[src/rtl/otter_pkg.sv]
// Shared OTTER types: PC source encoding, fetch FSM states, reset vector.
package otter_pkg;

  typedef enum logic [2:0] {
    PC_SRC_INC    = 3'd0,
    PC_SRC_JALR   = 3'd1,
    PC_SRC_BRANCH = 3'd2,
    PC_SRC_JAL    = 3'd3,
    PC_SRC_MTVEC  = 3'd4,
    PC_SRC_MEPC   = 3'd5
  } pc_src_t;

  typedef enum logic [1:0] {
    FS_HOLD,
    FS_FETCH,
    FS_READY
  } fetch_state_t;

  localparam logic [31:0] OTTER_RESET_VECTOR = 32'h0000_0000;

  // Word alignment test used on every candidate PC.
  function automatic logic is_aligned(input logic [31:0] addr);
    return (addr[1:0] == 2'b00);
  endfunction

endpackage

[src/rtl/pc_next_mux.sv]
// Next-PC source select. JALR targets get bit0 cleared before the
// alignment test; encodings 6 and 7 fall back to the sequential PC.
import otter_pkg::*;

module pc_next_mux (
  input  logic [2:0]  i_sel,
  input  logic [31:0] i_pc_plus4,
  input  logic [31:0] i_jalr,
  input  logic [31:0] i_branch,
  input  logic [31:0] i_jal,
  input  logic [31:0] i_mtvec,
  input  logic [31:0] i_mepc,
  output logic [31:0] o_target,
  output logic        o_misalign
);

  logic [31:0] w_jalr_masked;

  assign w_jalr_masked = i_jalr & ~32'h0000_0001;

  // Source select; misalignment is judged on the final (masked) target.
  always_comb begin
    o_target = i_pc_plus4;
    case (i_sel)
      PC_SRC_JALR:   o_target = w_jalr_masked;
      PC_SRC_BRANCH: o_target = i_branch;
      PC_SRC_JAL:    o_target = i_jal;
      PC_SRC_MTVEC:  o_target = i_mtvec;
      PC_SRC_MEPC:   o_target = i_mepc;
      default:       o_target = i_pc_plus4;
    endcase
    o_misalign = ~is_aligned(o_target);
  end

endmodule

[src/rtl/pc_fetch_sequencer.sv]
// PC stage: holds PC, runs a single-outstanding instruction fetch and
// captures the returned word into IR. PC updates only from READY.
import otter_pkg::*;

module pc_fetch_sequencer #(
  parameter logic [31:0] RESET_VECTOR = OTTER_RESET_VECTOR,
  parameter int          PC_INC       = 4
) (
  input  logic        CLK,
  input  logic        RST,
  input  logic        PC_WRITE,
  input  logic [2:0]  PC_SOURCE,
  input  logic [31:0] JALR,
  input  logic [31:0] BRANCH,
  input  logic [31:0] JAL,
  input  logic [31:0] MTVEC,
  input  logic [31:0] MEPC,
  input  logic        IMEM_VALID,
  input  logic [31:0] IMEM_RDATA,
  output logic        IMEM_REQ,
  output logic [31:0] IMEM_ADDR,
  output logic [31:0] PC,
  output logic [31:0] PC_PLUS4,
  output logic [31:0] IR,
  output logic        IR_VALID,
  output logic        MISALIGN
);

  fetch_state_t r_state, w_next_state;
  logic [31:0]  r_pc, r_ir;
  logic         r_ir_valid, r_misalign;

  logic [31:0]  w_pc_plus4, w_target;
  logic         w_target_mis;
  logic         w_imem_req, w_ir_load, w_pc_load, w_mis_set;

  assign w_pc_plus4 = r_pc + 32'(PC_INC);

  pc_next_mux u_next_mux (
    .i_sel      (PC_SOURCE),
    .i_pc_plus4 (w_pc_plus4),
    .i_jalr     (JALR),
    .i_branch   (BRANCH),
    .i_jal      (JAL),
    .i_mtvec    (MTVEC),
    .i_mepc     (MEPC),
    .o_target   (w_target),
    .o_misalign (w_target_mis)
  );

  // State register; reset parks in HOLD so a stale response is dropped.
  always_ff @(posedge CLK or posedge RST) begin
    if (RST) r_state <= FS_HOLD;
    else     r_state <= w_next_state;
  end

  // Next state plus the per-cycle strobes for PC/IR/MISALIGN updates.
  always_comb begin
    w_next_state = r_state;
    w_imem_req   = 1'b0;
    w_ir_load    = 1'b0;
    w_pc_load    = 1'b0;
    w_mis_set    = 1'b0;
    case (r_state)
      FS_HOLD: w_next_state = FS_FETCH;
      FS_FETCH: begin
        w_imem_req = 1'b1;
        if (IMEM_VALID) begin
          w_ir_load    = 1'b1;
          w_next_state = FS_READY;
        end
      end
      FS_READY: begin
        if (PC_WRITE) begin
          if (w_target_mis) begin
            w_mis_set = 1'b1;
          end else begin
            w_pc_load    = 1'b1;
            w_next_state = FS_FETCH;
          end
        end
      end
      default: w_next_state = FS_HOLD;
    endcase
  end

  // PC register; a rejected (misaligned) target leaves it untouched.
  always_ff @(posedge CLK or posedge RST) begin
    if (RST)            r_pc <= RESET_VECTOR;
    else if (w_pc_load) r_pc <= w_target;
  end

  // IR capture and validity: set on response, cleared when PC moves.
  always_ff @(posedge CLK or posedge RST) begin
    if (RST) begin
      r_ir       <= 32'h0;
      r_ir_valid <= 1'b0;
    end else if (w_ir_load) begin
      r_ir       <= IMEM_RDATA;
      r_ir_valid <= 1'b1;
    end else if (w_pc_load) begin
      r_ir_valid <= 1'b0;
    end
  end

  // One-cycle misalign pulse for each rejected PC_WRITE.
  always_ff @(posedge CLK or posedge RST) begin
    if (RST) r_misalign <= 1'b0;
    else     r_misalign <= w_mis_set;
  end

  assign IMEM_REQ  = w_imem_req;
  assign IMEM_ADDR = r_pc;
  assign PC        = r_pc;
  assign PC_PLUS4  = w_pc_plus4;
  assign IR        = r_ir;
  assign IR_VALID  = r_ir_valid;
  assign MISALIGN  = r_misalign;

endmodule

[config.mk]
export PLATFORM = sky130hd
export DESIGN_NAME = pc_fetch_sequencer
export DESIGN_NICKNAME = d
export VERILOG_FILES = /design/src/rtl/otter_pkg.sv /design/src/rtl/pc_next_mux.sv /design/src/rtl/pc_fetch_sequencer.sv
export SDC_FILE = /design/constraint.sdc
export NUM_CORES = 1
export LEC_CHECK = 0
export CORE_AREA = 2 2 129 131
export DETAILED_ROUTE_END_ITERATION = 16
export DIE_AREA = 0 0 131 133
export PLACE_DENSITY = 0.76
export SLEW_MARGIN = 20
export SYNTH_ARGS = -nofsm -noshare
export SYNTH_HDL_FRONTEND = slang
export SYNTH_SLANG_ARGS = --single-unit
[constraint.sdc]
create_clock -name CLK -period 4.6 [get_ports CLK]
set_input_delay 0.46 -clock CLK [delete_from_list [all_inputs] [get_ports CLK]]
set_output_delay 0.46 -clock CLK [all_outputs]
set_load 0.01 [all_outputs]
Word-level counts from Yosys, hierarchy flattened
Index checks and enable logic that the tools add are counted.
{"block": "word_totals", "regBits": 68, "elab_cells": 36, "inputBits": 199}
{"block": "op_classes", "reduce_logical": 4, "addsub": 1, "eq_ne": 10, "n_mux": 16}
{"cell": "$pmux W32 S5", "count": 1}
{"cell": "$add A32 B3 Y32 const B", "count": 1}
{"cell": "$mux W1", "count": 11}
{"cell": "$eq A3 B2 Y1 const B", "count": 2}
{"cell": "$eq A3 B3 Y1 const B", "count": 2}
{"cell": "$mux W2", "count": 3}
{"cell": "$pmux W2 S3", "count": 1}
{"cell": "$logic_not A2 Y1", "count": 2}
{"cell": "$ne A2 B2 Y1 const B", "count": 2}
{"cell": "$eq A3 B1 Y1 const B", "count": 1}
{"cell": "$reduce_and A3 Y1", "count": 1}
{"cell": "$eq A2 B1 Y1 const B", "count": 1}
{"cell": "$eq A2 B2 Y1 const B", "count": 1}
{"cell": "$ne A2 B1 Y1 const B", "count": 1}
{"cell": "$reduce_bool A2 Y1", "count": 1}

Longest topological paths before layout
{"block": "logic_depth", "depth_word": 8, "depth_mapped": 8}

By module
From an unflattened synthesis, not the netlist that was laid out.
{"block": "unflattened", "cells_unflattened": 548, "area_unflattened_um2": 5106.1}
{"mod": "pc_fetch_sequencer", "instances": 1, "seq_area_each_um2": 1701.6, "cells_each": 269, "area_per_inst_um2": 3354.5}
{"mod": "pc_next_mux", "instances": 1, "seq_area_each_um2": 0.0, "cells_each": 279, "area_per_inst_um2": 1751.7}

Worst setup path after synthesis
No wires, ideal clock.
{"block": "synth_path", "kind": "reg-to-output", "startpoint": "reg r_pc[2] (netlist: IMEM_ADDR[2])", "endpoint": "out PC_PLUS4[22]", "arrival_time_ps": 1847, "setup_slack_ps": 2293, "stages_incl_launch_ff": 7, "path_cell_list": "dfrtp_1 > ha_1 > buf_2 > inv_1 > nor4_1 > and4_1 > xnor2_1"}
{"block": "synth_via", "elab_chain_cells": 1}
{"element": "from (decl)", "line_no": "pc_fetch_sequencer.sv:30", "text": "logic [31:0] r_pc, r_ir;"}
{"element": "from (signal assigned)", "line_no": "pc_fetch_sequencer.sv:90", "text": "else if (w_pc_load) r_pc <= w_target;"}
{"element": "$add A32 B3 Y32", "line_no": "pc_fetch_sequencer.sv:37", "text": "assign w_pc_plus4 = r_pc + 32'(PC_INC);"}
{"element": "to (decl)", "line_no": "pc_fetch_sequencer.sv:23", "text": "output logic [31:0] PC_PLUS4,"}
No other way between the ends.

Worst setup path in the final report
{"block": "layout_path", "startpoint": "reg r_pc[4] (netlist: IMEM_ADDR[4])", "endpoint": "out PC_PLUS4[26]"}
Same word-level chain as after synthesis.

==> reports/results.tsv <==
stage	metric	value	unit
yosys	Async S/R FF share, synth	1.00	
power	Lkg Pwr	0.00347	uW
timing	crit share post-route	0.763	
status	status	finished, final reports clean	
cts	worst skew pair latency	0.33	ns
finish	footprint of the multi-input gates	3100	um^2
floorplan	I/O pin count	330	
cts	TritonCTS Buffers	9	
yosys	number of enable flip-flop cells after synthesis	0	
yosys	compound-gate portion of the synthesized area	0.244	
yosys	mux cell area share after synthesis	0.132	
finish	fillers	1496	
timing	min cycle time layout	3.51	ns
yosys	post-synth cell types	66	
yosys	Post-Syn Area	5400	um^2
cts	clock-pin slew on the worst setup and hold paths	0.06	ns
timing	Worst Skew	0.00788	ns
finish	share of cells above drive strength 1	0.115	
worst_setup_path	WP data arrival	3.05	ns
worst_setup_path	Setup crit start kind	flip-flop	
global_routing	first-pass GRT wire length	32.9	mm
cts	CTS tree	built	
power	Worst IR Drop VDD	0.000336	V
flow_run	Max-Cap Viols	0	
yosys	synthesized flop and latch total	68	
power	total power	4520	uW
worst_setup_path	crit end category	primary output	
yosys	xor/xnor share of the synthesized area	0.0454	
placement	# port buffers	328	
global_routing	largest net degree at the start of global routing	45	
finish	Antenna Cells	0	
global_routing	vias in the first global route	5745	
timing	Max Clk Rate	285	MHz
drt	vias per cell	5.39	
yosys	Post-Synth Simple-Gate Area	0.146	
floorplan	num rows	47	
floorplan	die area	17400	um^2
drt	drt wl/cell	20.3	um
yosys	Most used DFF post-synth	dfrtp_1	
floorplan	die width	131	um
cts	CTS-repair resized insts	0	
placement	GPL Wtd Cong	0.939	
global_routing	initial antenna violation count	0	
cts	Hold Buf Count CTS	0	
placement	Post-Place Worst Slack	1.25	ns
worst_setup_path	CP required	4.14	ns
timing	Slew @ Worst Pin	0.811	ns
drt	antenna viol nets, final	0	
worst_setup_path	Worst Reg2Reg Path Length in Cells	6	
yosys	post-synthesis adder-cell area fraction	0.00232	
cts	Max clock buf depth	2	
power	pwr/cell area	514	nW/um^2
worst_setup_path	largest fanout on the critical path	10	
yosys	Cells after Synth	592	
finish	Reg area	1700	um^2
yosys	Synth warnings	0	
cts	setup bufs post-CTS	0	
yosys	main combinational cell family by area after synthesis	compound AO/OA/AOI/OAI gates	
timing	Final Hold Vio Count	0	
cts	clock sink count	68	
yosys	sequential area share after synthesis	0.315	
timing	final worst slack	1.09	ns
global_routing	gr ovfl total	0	
worst_hold_path	Hold Crit Class	flip-flop to flip-flop	
worst_setup_path	CP Class	flip-flop to primary output	
drt	DRT Wirelength	21.9	mm
yosys	Synth Net Count	792	
timing	slew margin rel.	0.459	
placement	DPL Wire Length	16.5	mm
global_routing	All-Layer GR Usage	0.248	
worst_hold_path	hold path depth	1	
floorplan	core area	16200	um^2
yosys	Mean Syn Cell Area	9.12	um^2
cts	Root Buffer	clkbuf_16	
drt	vias	5824	
timing	Pins Over Slew Limit	0	
floorplan	Starting Density	0.334	
drt	1st-iter DRT viols	432	
finish	Area growth, synth to finish	62.9	%
drt	DRC	0	
drt	first drt pass iteration count	5	
timing	setup_tns	0	ns
finish	Final nets	1056	
cts	H-tree levels	3	
floorplan	Die Y	133	um
timing	Final setup viols	0	
timing	RSZ-0062 raised after global routing	false	
state kept, by name (all words and copies together), names as in the netlist:
name / flops
IMEM_ADDR: 32
IR: 32
IR_VALID: 1
MISALIGN: 1
r_state: 2
Yosys cell counts (all sizes together), types with 9 or more instances:
library cell  number  area (um^2)
nand2             37          139
xnor2             19          166
dfrtp             68         1700
a22oi             13         97.6
nand4             11         81.3
o22ai             14         87.6
buf               70          480
a211oi            14          105
inv               15         56.3
mux2i             17          170
o211ai             9         67.6
o21ai             18         90.1
mux2              46          518
nor2              26         97.6
nand3             14         82.6
nor2b             11         68.8
xor2               9         78.8
a31oi             24          150
a21oi             27          139
clkbuf            18         77.6
routing by layer:
layer | GRT usage | up-vias | share of wire
met1 | 0.309 | 2798 | 0.38
met5 | 0 | - | 0
li1 | - | 2704 | -
met3 | 0.0619 | 36 | 0.082
met2 | 0.418 | 286 | 0.51
met4 | 0.0751 | 0 | 0.026
cells in the final DEF (no fill, tap or decap), types with 5 or more instances in the layout:
cell	count
a22o_1	8
o22ai_1	14
xnor2_1	19
inv_1	14
clkbuf_16	9
clkdlybuf4s50_1	326
xor2_1	9
nor2_1	26
o22a_1	7
dfrtp_1	68
buf_4	13
nor2b_1	11
a21oi_1	26
nand3_1	13
and2_1	7
nand4_1	9
mux2i_1	17
a211oi_1	14
nand2_1	37
nor3_1	6
o21ai_0	18
a22oi_1	13
mux2_2	46
o211ai_1	9
a31oi_1	24
a2bb2oi_1	6
a221oi_1	5
critical path, stage by stage (launching register included):
cell and delay (ns):
dfrtp_1 0.57, and4_1 0.50, nand4_2 0.38, nor2_1 0.45, nand2_1 0.12, xnor2_1 0.14, clkdlybuf4s50_1 0.55
where the power goes:
group	total [uW]	internal, uW	switching [uW]
Sequential	1270	884	383
Clock	691	429	262
Combinational	2560	1510	1060
Total	4520	2820	1700
cell families (layout without fill, tap and decap cells):
family,count (synthesis),count (layout)
AO/OA/AOI/OAI,184,184
XOR/XNOR,28,28
AND/OR/NAND/NOR,142,142
flip-flops,68,68
adder cells (fa/ha/maj),1,1
multiplexers,64,64
buffers and inverters,105,373
through the flow:
stage               hold slack, ns  cell area [um^2]  cells   util
CTS                          0.494              8800   1080  0.544
floorplan                    0.451              5400    592      -
finish                       0.499              8800   1080  0.544
global route                 0.515              8800   1080  0.544
global placement             0.478              8510   1065  0.526
detailed placement           0.472              8510   1065  0.526
area by class of cell:
type / count / share of cell area
timing repair buffer: 341 / 0.383
multi-input combinational: 419 / 0.352
tap: 220 / 0.0313
sequential: 68 / 0.193
inverter: 17 / 0.00725
clock inverter: 5 / 0.00597
clock buffer: 10 / 0.0272
final timing paths:
| check | startpoint | end | slack (ns) |
|---|---|---|---|
| max in group asynchronous | RST | IR[16] | 3.02 |
| min in group asynchronous | RST | IR[28] | 0.61 |
| min reg2reg | r_state[1] | r_state[0] | 0.50 |
| max | IMEM_ADDR[4] | PC_PLUS4[26] | 1.09 |
| min | r_state[1] | r_state[0] | 0.50 |
| max reg2reg | IMEM_ADDR[2] | IMEM_ADDR[16] | 2.20 |
(Power assumes the default switching activity.)
